### src/rtl/debug_pkg.sv
// Shared definitions for the debug dump sequencer: FSM encoding, header tag,
// and the geometry of the four snapshotted pipeline latches.
package debug_pkg;

  typedef logic [2:0] state_t;

  localparam state_t ST_IDLE     = 3'd0;
  localparam state_t ST_HEADER   = 3'd1;
  localparam state_t ST_LATCH    = 3'd2;
  localparam state_t ST_REG_ADDR = 3'd3;
  localparam state_t ST_REG_EMIT = 3'd4;
  localparam state_t ST_MEM_ADDR = 3'd5;
  localparam state_t ST_MEM_EMIT = 3'd6;
  localparam state_t ST_DONE     = 3'd7;

  localparam logic [15:0] DUMP_HEADER_TAG = 16'hDB60;

  localparam int IF_ID_W  = 64;
  localparam int ID_EX_W  = 139;
  localparam int EX_MEM_W = 76;
  localparam int MEM_WB_W = 71;

  localparam int IF_ID_WORDS  = 2;
  localparam int ID_EX_WORDS  = 5;
  localparam int EX_MEM_WORDS = 3;
  localparam int MEM_WB_WORDS = 3;
  localparam int LATCH_WORDS  = IF_ID_WORDS + ID_EX_WORDS + EX_MEM_WORDS + MEM_WB_WORDS;

  // Packed layout of the snapshot: IF_ID in the low bits, MEM_WB on top.
  localparam int IF_ID_OFS  = 0;
  localparam int ID_EX_OFS  = IF_ID_OFS + IF_ID_W;
  localparam int EX_MEM_OFS = ID_EX_OFS + ID_EX_W;
  localparam int MEM_WB_OFS = EX_MEM_OFS + EX_MEM_W;
  localparam int SNAP_W     = MEM_WB_OFS + MEM_WB_W;

endpackage

### src/rtl/latch_serializer.sv
// Holds the 350-bit latch snapshot and presents it as 13 zero-padded 32-bit
// words, each latch least-significant word first.
module latch_serializer
  import debug_pkg::*;
(
  input  logic                i_clk,
  input  logic                i_reset,
  input  logic                i_capture,
  input  logic [IF_ID_W-1:0]  i_if_id,
  input  logic [ID_EX_W-1:0]  i_id_ex,
  input  logic [EX_MEM_W-1:0] i_ex_mem,
  input  logic [MEM_WB_W-1:0] i_mem_wb,
  input  logic [3:0]          i_word_idx,
  output logic [31:0]         o_word
);

  logic [SNAP_W-1:0]         snap_q;
  logic [LATCH_WORDS*32-1:0] padded;

  always_ff @(posedge i_clk or negedge i_reset) begin
    if (!i_reset) begin
      snap_q <= '0;
    end else if (i_capture) begin
      snap_q <= {i_mem_wb, i_ex_mem, i_id_ex, i_if_id};
    end
  end

  // Each latch padded up to a whole number of words so indices map directly.
  assign padded = {{(32*MEM_WB_WORDS-MEM_WB_W){1'b0}}, snap_q[MEM_WB_OFS +: MEM_WB_W],
                   {(32*EX_MEM_WORDS-EX_MEM_W){1'b0}}, snap_q[EX_MEM_OFS +: EX_MEM_W],
                   {(32*ID_EX_WORDS-ID_EX_W){1'b0}},   snap_q[ID_EX_OFS +: ID_EX_W],
                   snap_q[IF_ID_OFS +: IF_ID_W]};

  always_comb begin
    o_word = '0;
    for (int k = 0; k < LATCH_WORDS; k++) begin
      if (i_word_idx == 4'(k)) o_word = padded[k*32 +: 32];
    end
  end

endmodule

### src/rtl/debug_dump_sequencer.sv
// Streams header, latch snapshot, register file and a data-memory window into
// the UART TX FIFO, one word per accepted write, honouring FIFO back-pressure.
module debug_dump_sequencer
  import debug_pkg::*;
#(
  parameter int          N_REGS    = 32,
  parameter logic [31:0] MEM_BASE  = 32'h0,
  parameter int          MEM_WORDS = 32
) (
  input  logic          i_clk,
  input  logic          i_reset,
  input  logic          i_start,
  input  logic [63:0]   i_IF_ID_latch,
  input  logic [138:0]  i_ID_EX_latch,
  input  logic [75:0]   i_EX_MEM_latch,
  input  logic [70:0]   i_MEM_WB_latch,
  output logic [4:0]    o_reg_addr_to_read,
  input  logic [31:0]   i_register_content,
  output logic [31:0]   o_addr_to_read_mem_data,
  input  logic [31:0]   i_mem_data_content,
  input  logic          i_fifo_full,
  output logic [31:0]   o_data_to_fifo,
  output logic          o_write_en_fifo,
  output logic          o_busy,
  output logic          o_done
);

  localparam int          TOTAL_WORDS = 1 + LATCH_WORDS + N_REGS + MEM_WORDS;
  localparam logic [31:0] HEADER_WORD = {DUMP_HEADER_TAG, 16'(TOTAL_WORDS)};
  localparam logic [31:0] LATCH_LAST  = 32'(LATCH_WORDS - 1);
  localparam logic [31:0] REG_LAST    = 32'(N_REGS - 1);
  localparam logic [31:0] MEM_LAST    = 32'(MEM_WORDS - 1);

  state_t      state_q, state_d;
  logic [31:0] cnt_q, cnt_d;
  logic [31:0] data_q, data_d;
  logic        emit, wr, capture;
  logic [3:0]  ser_idx;
  logic [31:0] ser_word;

  assign emit    = (state_q == ST_HEADER) || (state_q == ST_LATCH) ||
                   (state_q == ST_REG_EMIT) || (state_q == ST_MEM_EMIT);
  assign wr      = emit && !i_fifo_full;
  assign capture = (state_q == ST_IDLE) && i_start;
  // Look one word ahead so the next latch word is loaded on the write edge.
  assign ser_idx = (state_q == ST_HEADER) ? 4'd0 : 4'(cnt_q + 32'd1);

  latch_serializer u_ser (
    .i_clk      (i_clk),
    .i_reset    (i_reset),
    .i_capture  (capture),
    .i_if_id    (i_IF_ID_latch),
    .i_id_ex    (i_ID_EX_latch),
    .i_ex_mem   (i_EX_MEM_latch),
    .i_mem_wb   (i_MEM_WB_latch),
    .i_word_idx (ser_idx),
    .o_word     (ser_word)
  );

  always_comb begin
    state_d = state_q;
    cnt_d   = cnt_q;
    data_d  = data_q;
    case (state_q)
      ST_IDLE: if (i_start) begin
        state_d = ST_HEADER;
        data_d  = HEADER_WORD;
        cnt_d   = '0;
      end
      ST_HEADER: if (wr) begin
        state_d = ST_LATCH;
        data_d  = ser_word;
        cnt_d   = '0;
      end
      ST_LATCH: if (wr) begin
        if (cnt_q == LATCH_LAST) begin
          state_d = ST_REG_ADDR;
          cnt_d   = '0;
        end else begin
          data_d = ser_word;
          cnt_d  = cnt_q + 32'd1;
        end
      end
      ST_REG_ADDR: begin
        state_d = ST_REG_EMIT;
        data_d  = i_register_content;
      end
      ST_REG_EMIT: if (wr) begin
        if (cnt_q == REG_LAST) begin
          cnt_d   = '0;
          state_d = (MEM_WORDS == 0) ? ST_DONE : ST_MEM_ADDR;
        end else begin
          cnt_d   = cnt_q + 32'd1;
          state_d = ST_REG_ADDR;
        end
      end
      ST_MEM_ADDR: begin
        state_d = ST_MEM_EMIT;
        data_d  = i_mem_data_content;
      end
      ST_MEM_EMIT: if (wr) begin
        if (cnt_q == MEM_LAST) begin
          cnt_d   = '0;
          state_d = ST_DONE;
        end else begin
          cnt_d   = cnt_q + 32'd1;
          state_d = ST_MEM_ADDR;
        end
      end
      ST_DONE: begin
        state_d = ST_IDLE;
        data_d  = '0;
      end
      default: state_d = ST_IDLE;
    endcase
  end

  always_ff @(posedge i_clk or negedge i_reset) begin
    if (!i_reset) begin
      state_q <= ST_IDLE;
      cnt_q   <= '0;
      data_q  <= '0;
    end else begin
      state_q <= state_d;
      cnt_q   <= cnt_d;
      data_q  <= data_d;
    end
  end

  assign o_reg_addr_to_read = ((state_q == ST_REG_ADDR) || (state_q == ST_REG_EMIT))
                              ? cnt_q[4:0] : 5'd0;
  assign o_addr_to_read_mem_data = ((state_q == ST_MEM_ADDR) || (state_q == ST_MEM_EMIT))
                                   ? (MEM_BASE + {cnt_q[29:0], 2'b00}) : 32'd0;
  assign o_data_to_fifo  = data_q;
  assign o_write_en_fifo = wr;
  assign o_busy          = (state_q != ST_IDLE) && (state_q != ST_DONE);
  assign o_done          = (state_q == ST_DONE);

endmodule

### config.mk
export PLATFORM = sky130hd
export DESIGN_NAME = debug_dump_sequencer
export DESIGN_NICKNAME = d
export VERILOG_FILES = /design/src/rtl/debug_pkg.sv /design/src/rtl/latch_serializer.sv /design/src/rtl/debug_dump_sequencer.sv
export SDC_FILE = /design/constraint.sdc
export NUM_CORES = 1
export LEC_CHECK = 0
export CORE_ASPECT_RATIO = 0.6
export CORE_MARGIN = 2
export CORE_UTILIZATION = 45
export DETAILED_ROUTE_END_ITERATION = 10
export GPL_ROUTABILITY_DRIVEN = 0
export PLACE_DENSITY = 0.79
export SLEW_MARGIN = 20
export SYNTH_ARGS = -nofsm -noshare
export SYNTH_HDL_FRONTEND = slang
export SYNTH_SLANG_ARGS = --single-unit
### constraint.sdc
create_clock -name i_clk -period 2.7 [get_ports i_clk]
set_clock_uncertainty 0.1 [all_clocks]
set_input_delay 0.81 -clock i_clk [delete_from_list [all_inputs] [get_ports i_clk]]
set_output_delay 0.81 -clock i_clk [all_outputs]
set_load 0.01 [all_outputs]
Word level (Yosys, flattened, before mapping)
Index checks and enable logic that the tools add are counted.
Word-level totals
  bits in read-only memories: 0
  output and inout port bits: 72
  memories: 0
  bits in latches: 0
  register bits: 417
  memory bits (writable): 0
Operators by class
  $mul: 0
  muxes and demuxes: 37
  bitwise gates (word level): 0
  magnitude comparators: 0
  eq/ne operators: 30
  add/subtract/negate cells: 1
  reduce and logical (&&, ||, !) cells: 18
  shift operators: 0
  divide/modulo/power cells: 0
Operators by type and width (count)
  $mux W32: 24
  $pmux W32 S6: 1
  $pmux W32 S4: 1
  $add A32 B1 Y32 const B: 1
  $eq A32 B4 Y1 const B: 1
  $eq A32 B5 Y1 const B: 1
  $pmux W3 S8: 1
  $mux W3: 7
  $eq A4 B4 Y1 const B: 5
  $eq A4 B3 Y1 const B: 4
  $eq A3 B3 Y1 const B: 4
  $ne A2 B2 Y1 const B: 6
  $reduce_and A5 Y1: 2
  $eq A4 B2 Y1 const B: 2
  $eq A3 B2 Y1 const B: 2
  $reduce_and A6 Y1: 1
  $reduce_bool A6 Y1: 1
  $logic_or A1 B1 Y1: 5
  $mux W5: 1
  $eq A4 B1 Y1 const B: 1
  $logic_not A4 Y1: 1
  $mux W4: 1
  $ne A2 B1 Y1 const B: 2
  $reduce_bool A4 Y1: 1
  other kinds (8): 10

Logic depth before layout (Yosys ltp)
  word-level depth: 19
  gate-level depth with buffers: 12

Hierarchy
A second synthesis with hierarchy kept.
Unflattened totals
  cells, all modules: 1824
  area total of the unflattened synthesis: 21181.6 µm²
Modules (own cells, without submodules)
  latch_serializer: cells each 1267, instances 1, area an instance 16554.6 µm²
  debug_dump_sequencer: cells each 557, instances 1, area an instance 4626.9 µm²

Worst setup path before layout
Ideal clock, no wire load.
  kind: reg2reg
  from: reg cnt_q[0]
  to: reg data_q[8], in the netlist o_data_to_fifo[8]
  cell stages (with the launch flop): 12
  setup time: 87 ps
  arrival time: 2639 ps
  period minus slack after synthesis: 2826 ps
  path slack: -126 ps
  cells stage by stage: dfrtp_1 -> buf_2 -> clkinv_1 -> ha_1 -> clkbuf_1 -> or3_1 -> nor2_1 -> buf_2 -> a22oi_1 -> and3_1 -> a211o_1 -> o211ai_1
On the way
  word-level cells in the longest chain between the ends: 19
  elaborated cells on any way between the ends: 35
RTL lines
  start: declaration: line debug_dump_sequencer.sv:35  | logic [31:0] cnt_q, cnt_d;
  start signal: assignment: line debug_dump_sequencer.sv:125  | cnt_q <= cnt_d;
  $add A32 B1 Y32
  $mux W4: line debug_dump_sequencer.sv:46  | assign ser_idx = (state_q == ST_HEADER) ? 4'd0 : 4'(cnt_q + 32'd1);
  $logic_not A4 Y1: line latch_serializer.sv:37  | if (i_word_idx == 4'(k)) o_word = padded[k*32 +: 32];
  $mux W32 (13 in series): line latch_serializer.sv:37
  $mux W32: line debug_dump_sequencer.sv:76  | if (cnt_q == LATCH_LAST) begin
  $mux W32: line debug_dump_sequencer.sv:75  | ST_LATCH: if (wr) begin
  $pmux W32 S6: line debug_dump_sequencer.sv:64  | case (state_q)
  end signal: assignment: line debug_dump_sequencer.sv:126  | data_q <= data_d;
  end: declaration: line debug_dump_sequencer.sv:36  | logic [31:0] data_q, data_d;
Several ways; a longest one is shown, not always the timed one. The select of a mux whose other input is x is not followed.
A chain may end at the register's enable or synchronous reset.

Final worst setup path
  from: reg cnt_q[0]
  to: reg data_q[1], in the netlist o_data_to_fifo[1]
Same word-level chain as after synthesis.

==> flow_metrics.env <==
export IMPL_crit_end="o_data_to_fifo[1]"
export IMPL_layout_nets=3466
export IMPL_synth_cell_types=85
export IMPL_via_count=22040
export IMPL_grt_pass1_vias=21470
export IMPL_final_core_util_pct=69.63
export IMPL_synth_edf_count=0
export IMPL_hold_buffers=0
export IMPL_slew_headroom_pct=46.75
export IMPL_setup_ws_ns=-0.4716
export IMPL_drive_gt1_share_pct=19.04
export IMPL_min_period_over_period_pct=117.5
export IMPL_hpwlAfterDp_um=60120
export IMPL_drv_cap=0
export IMPL_hold_class="in2async"
export IMPL_grt_max_degree=85
export IMPL_core_mm2=0.04348
export IMPL_antenna_found_initial=13
export IMPL_cp_slowest_cell="nor2_1"
export IMPL_h_tree_depth=2
export IMPL_finalHoldViolCount=0
export IMPL_hold_ws_ns=0.06742
export IMPL_syn_area_mm2=0.01988
export IMPL_max_freq_ghz=0.3153
export IMPL_io_pins=490
export IMPL_tightest_slew_ns=0.7987
export IMPL_setup_viol=65
export IMPL_synth_ff_type="dfrtp_1"
export IMPL_wire_per_inst_um=23.92
export IMPL_reg2reg_from="cnt_q[0]"
export IMPL_clk_path_buf_depth=3
export IMPL_fin_crit_ns=3.172
export IMPL_fillCellCount=3080
export IMPL_cpPeakStageDelay_ns=0.55
export IMPL_drtAntennaViolNets=0
export IMPL_wl_met1_um=31100
export IMPL_synth_cells=2377
export IMPL_cp_start_kind="flop"
export IMPL_worstReg2RegEnd="o_data_to_fifo[1]"
export IMPL_vias_per_cell=6.014
export IMPL_arrival_ns=3.51
export IMPL_cp_cell_sequence="clkinv_4, ha_4, buf_4, nor2_1, and3_4, and2_4, a221oi_1, o2111ai_1, a31oi_1, a311oi_1"
export IMPL_start_util_pct=45.73
export IMPL_drv_slew=0
export IMPL_clockRootBuffer="clkbuf_16"
export IMPL_startpoint="cnt_q[0]"
export IMPL_ys_async_sr_fraction_pct=100.0
export IMPL_crit_type="reg2reg"
export IMPL_grt_pass1_wl_um=126100
export IMPL_cts_clk_slew_worst_paths_ns=0.07
export IMPL_cp_end_kind="flop"
export IMPL_worstPathRequired_ns=3.04
export IMPL_grt_total_usage_pct=36.09
export IMPL_die_y_um=166.8
export IMPL_clkSinkCount=417
export IMPL_outcome="finished, violations left"
export IMPL_drt_iter0_markers=3166
export IMPL_dieArea_mm2=0.04594
export IMPL_drtPass1Iterations=10
export IMPL_core_rowCount=59
export IMPL_violations="setup timing"
export IMPL_p_leak_nw=14.23
export IMPL_crit_fanout=5
export IMPL_synth_avg_cell_area_um2=8.365
export IMPL_clkLatencyLatePin_ns=0.56
export IMPL_synth_warnings=0
export IMPL_area_growth_pct=52.25
export IMPL_r2r_cells=10
export IMPL_yosysSeqAreaShare_pct=52.48
export IMPL_pwr_density_cell_mw_per_mm2=1110
export IMPL_rrSetupSlack_ns=-0.47
export IMPL_power_mw=33.59
export IMPL_routed_wl_um=87670
export IMPL_peakVddDrop_uv=536.7
export IMPL_cts_tree="yes"
export IMPL_cts_buffers_inserted=41
export IMPL_wl_met2_um=39900
export IMPL_drc=0
export IMPL_top_layer="met5"
export IMPL_io_buffers=487
export IMPL_ys_ff_latch=417
export IMPL_die_width_um=275.4
export IMPL_grt_overflow=0
export IMPL_wl_met3_um=10330
export IMPL_rsz0062_at_grt="true"
[worst min path at each step]
stage / startpoint / to / slack [ns] / depth (start not counted)
CTS: i_reset / u_ser.snap_q[195] / 0.08 / 1
detailed placement: u_ser.snap_q[176] / u_ser.snap_q[176] / 0.36 / 2
global placement: u_ser.snap_q[199] / u_ser.snap_q[199] / 0.35 / 2
global route: i_reset / u_ser.snap_q[101] / 0.08 / 1
floorplan: u_ser.snap_q[235] / u_ser.snap_q[235] / 0.34 / 2
finish: i_reset / u_ser.snap_q[195] / 0.07 / 1
[routing by layer]
layer  global-route usage (%)  up-vias
met5                        0        -
met2                    57.32     1700
met1                    44.85    10500
li1                         -     9349
met4                    20.92        8
met3                    9.027      482
[registers in the layout, indices dropped and copies added (netlist names)]
signal          cells
u_ser.snap_q      350
cnt_q              32
o_data_to_fifo     32
state_q             3
[where the power goes]
group	internal, mW	switching [mW]
clock	3.73	2.62
combinational	6.89	9.20
sequential	9.03	2.11
[Yosys cell counts, types with 6 or more instances]
cell      instances  share of area [%]
nand2b_1         10               0.31
nand4_1           8               0.25
nor2_1           89                1.7
and2_1            6               0.19
o22ai_1          16               0.50
a22o_1           17               0.75
xor2_1           10               0.44
nand3_1          41                1.0
o221ai_1         11               0.48
o21ai_0          56                1.4
buf_1            12               0.23
o211ai_1         14               0.53
xnor2_1          11               0.48
clkbuf_1        107                2.0
a22oi_1          55                2.1
buf_4            10               0.38
a222oi_1         26                1.3
nor4_1           12               0.38
and4_1            6               0.26
or3_1             7               0.22
a21oi_1          48                1.2
a31oi_1          28               0.88
inv_1             9               0.17
o31ai_1          10               0.38
nand2_1        1121                 21
a211oi_1         10               0.38
a221o_1          10               0.50
a221oi_1         23                1.0
nor3_1           13               0.33
dfrtp_1         417                 52
and3_1           43                1.4
nor2b_1          11               0.35
buf_2            22               0.55
[cell type report]
class                   instances  area [µm²]  share of cell area [%]
diodes                          8       20.02                 0.06613
clock buffers                  58        1212                   4.005
clock inverters                17       266.5                  0.8803
inverters                      10       42.54                  0.1405
multi-input cells            1795        9696                   32.03
flip-flops and latches        417       10450                   34.50
well taps                     579       724.4                   2.393
repair buffers                781        7868                   25.99
[worst max-delay path: cells and delay by family (launching register included)]
family / cells / cell delay, ns
AOI/OAI and AO/OA: 4 / 0.79
adders and majority gates: 1 / 0.28
buffers and inverters: 2 / 0.23
DFF: 1 / 0.50
and+or+nand+nor: 3 / 1.14
[per-stage QoR]
| step | instances | TNS [ns] | setup slack (ns) | instance area (µm²) |
|---|---|---|---|---|
| floorplan | 2378 | 0 | 0.01377 | 19900 |
| finish | 3665 | -9.328 | -0.4716 | 30270 |
| CTS | 3623 | -1.869 | -0.1593 | 29290 |
| global route | 3664 | -11.18 | -0.5241 | 30270 |
| global placement | 3498 | -17.01 | -0.3517 | 26860 |
| detailed placement | 3498 | -33.35 | -0.4218 | 26860 |
[what timing repair did]
item	4_1_cts	5_1_grt
cloned	5	1
pin swaps	52	71
endpoints found under the setup margin	70	92
hold endpoints to repair	0	0
gates resized for setup	285	147
setup buffers	46	39
[kinds of logic (layout without fill, tap and decap cells)]
family / count (synthesis) / in the layout / share of synthesized area, %
AOI/OAI and AO/OA: 370 / 370 / 13.65
xor gates and xnor gates: 22 / 22 / 1.007
adders and majority gates: 2 / 2 / 0.1258
buffers and inverters: 166 / 866 / 3.650
DFF: 417 / 417 / 52.48
muxes: 4 / 4 / 0.2077
other: 1 / 10 / 0.01886
and+or+nand+nor: 1395 / 1395 / 28.86
[cells in the final DEF (no fill, tap or decap), types with 11 or more instances in the layout]
master / count
buf_12: 39
buf_4: 204
clkdlybuf4s50_1: 448
o21ai_0: 40
a222oi_1: 26
a31oi_1: 24
o211ai_1: 14
buf_6: 73
nor2_1: 78
nor3_1: 11
nand2_1: 1117
a21oi_1: 42
dfrtp_1: 409
and3_4: 34
nand3_1: 31
a22o_1: 17
clkbuf_16: 44
o22ai_1: 15
a22oi_1: 46
a221oi_1: 13
Note: power is estimated with default switching activity, not from simulation.
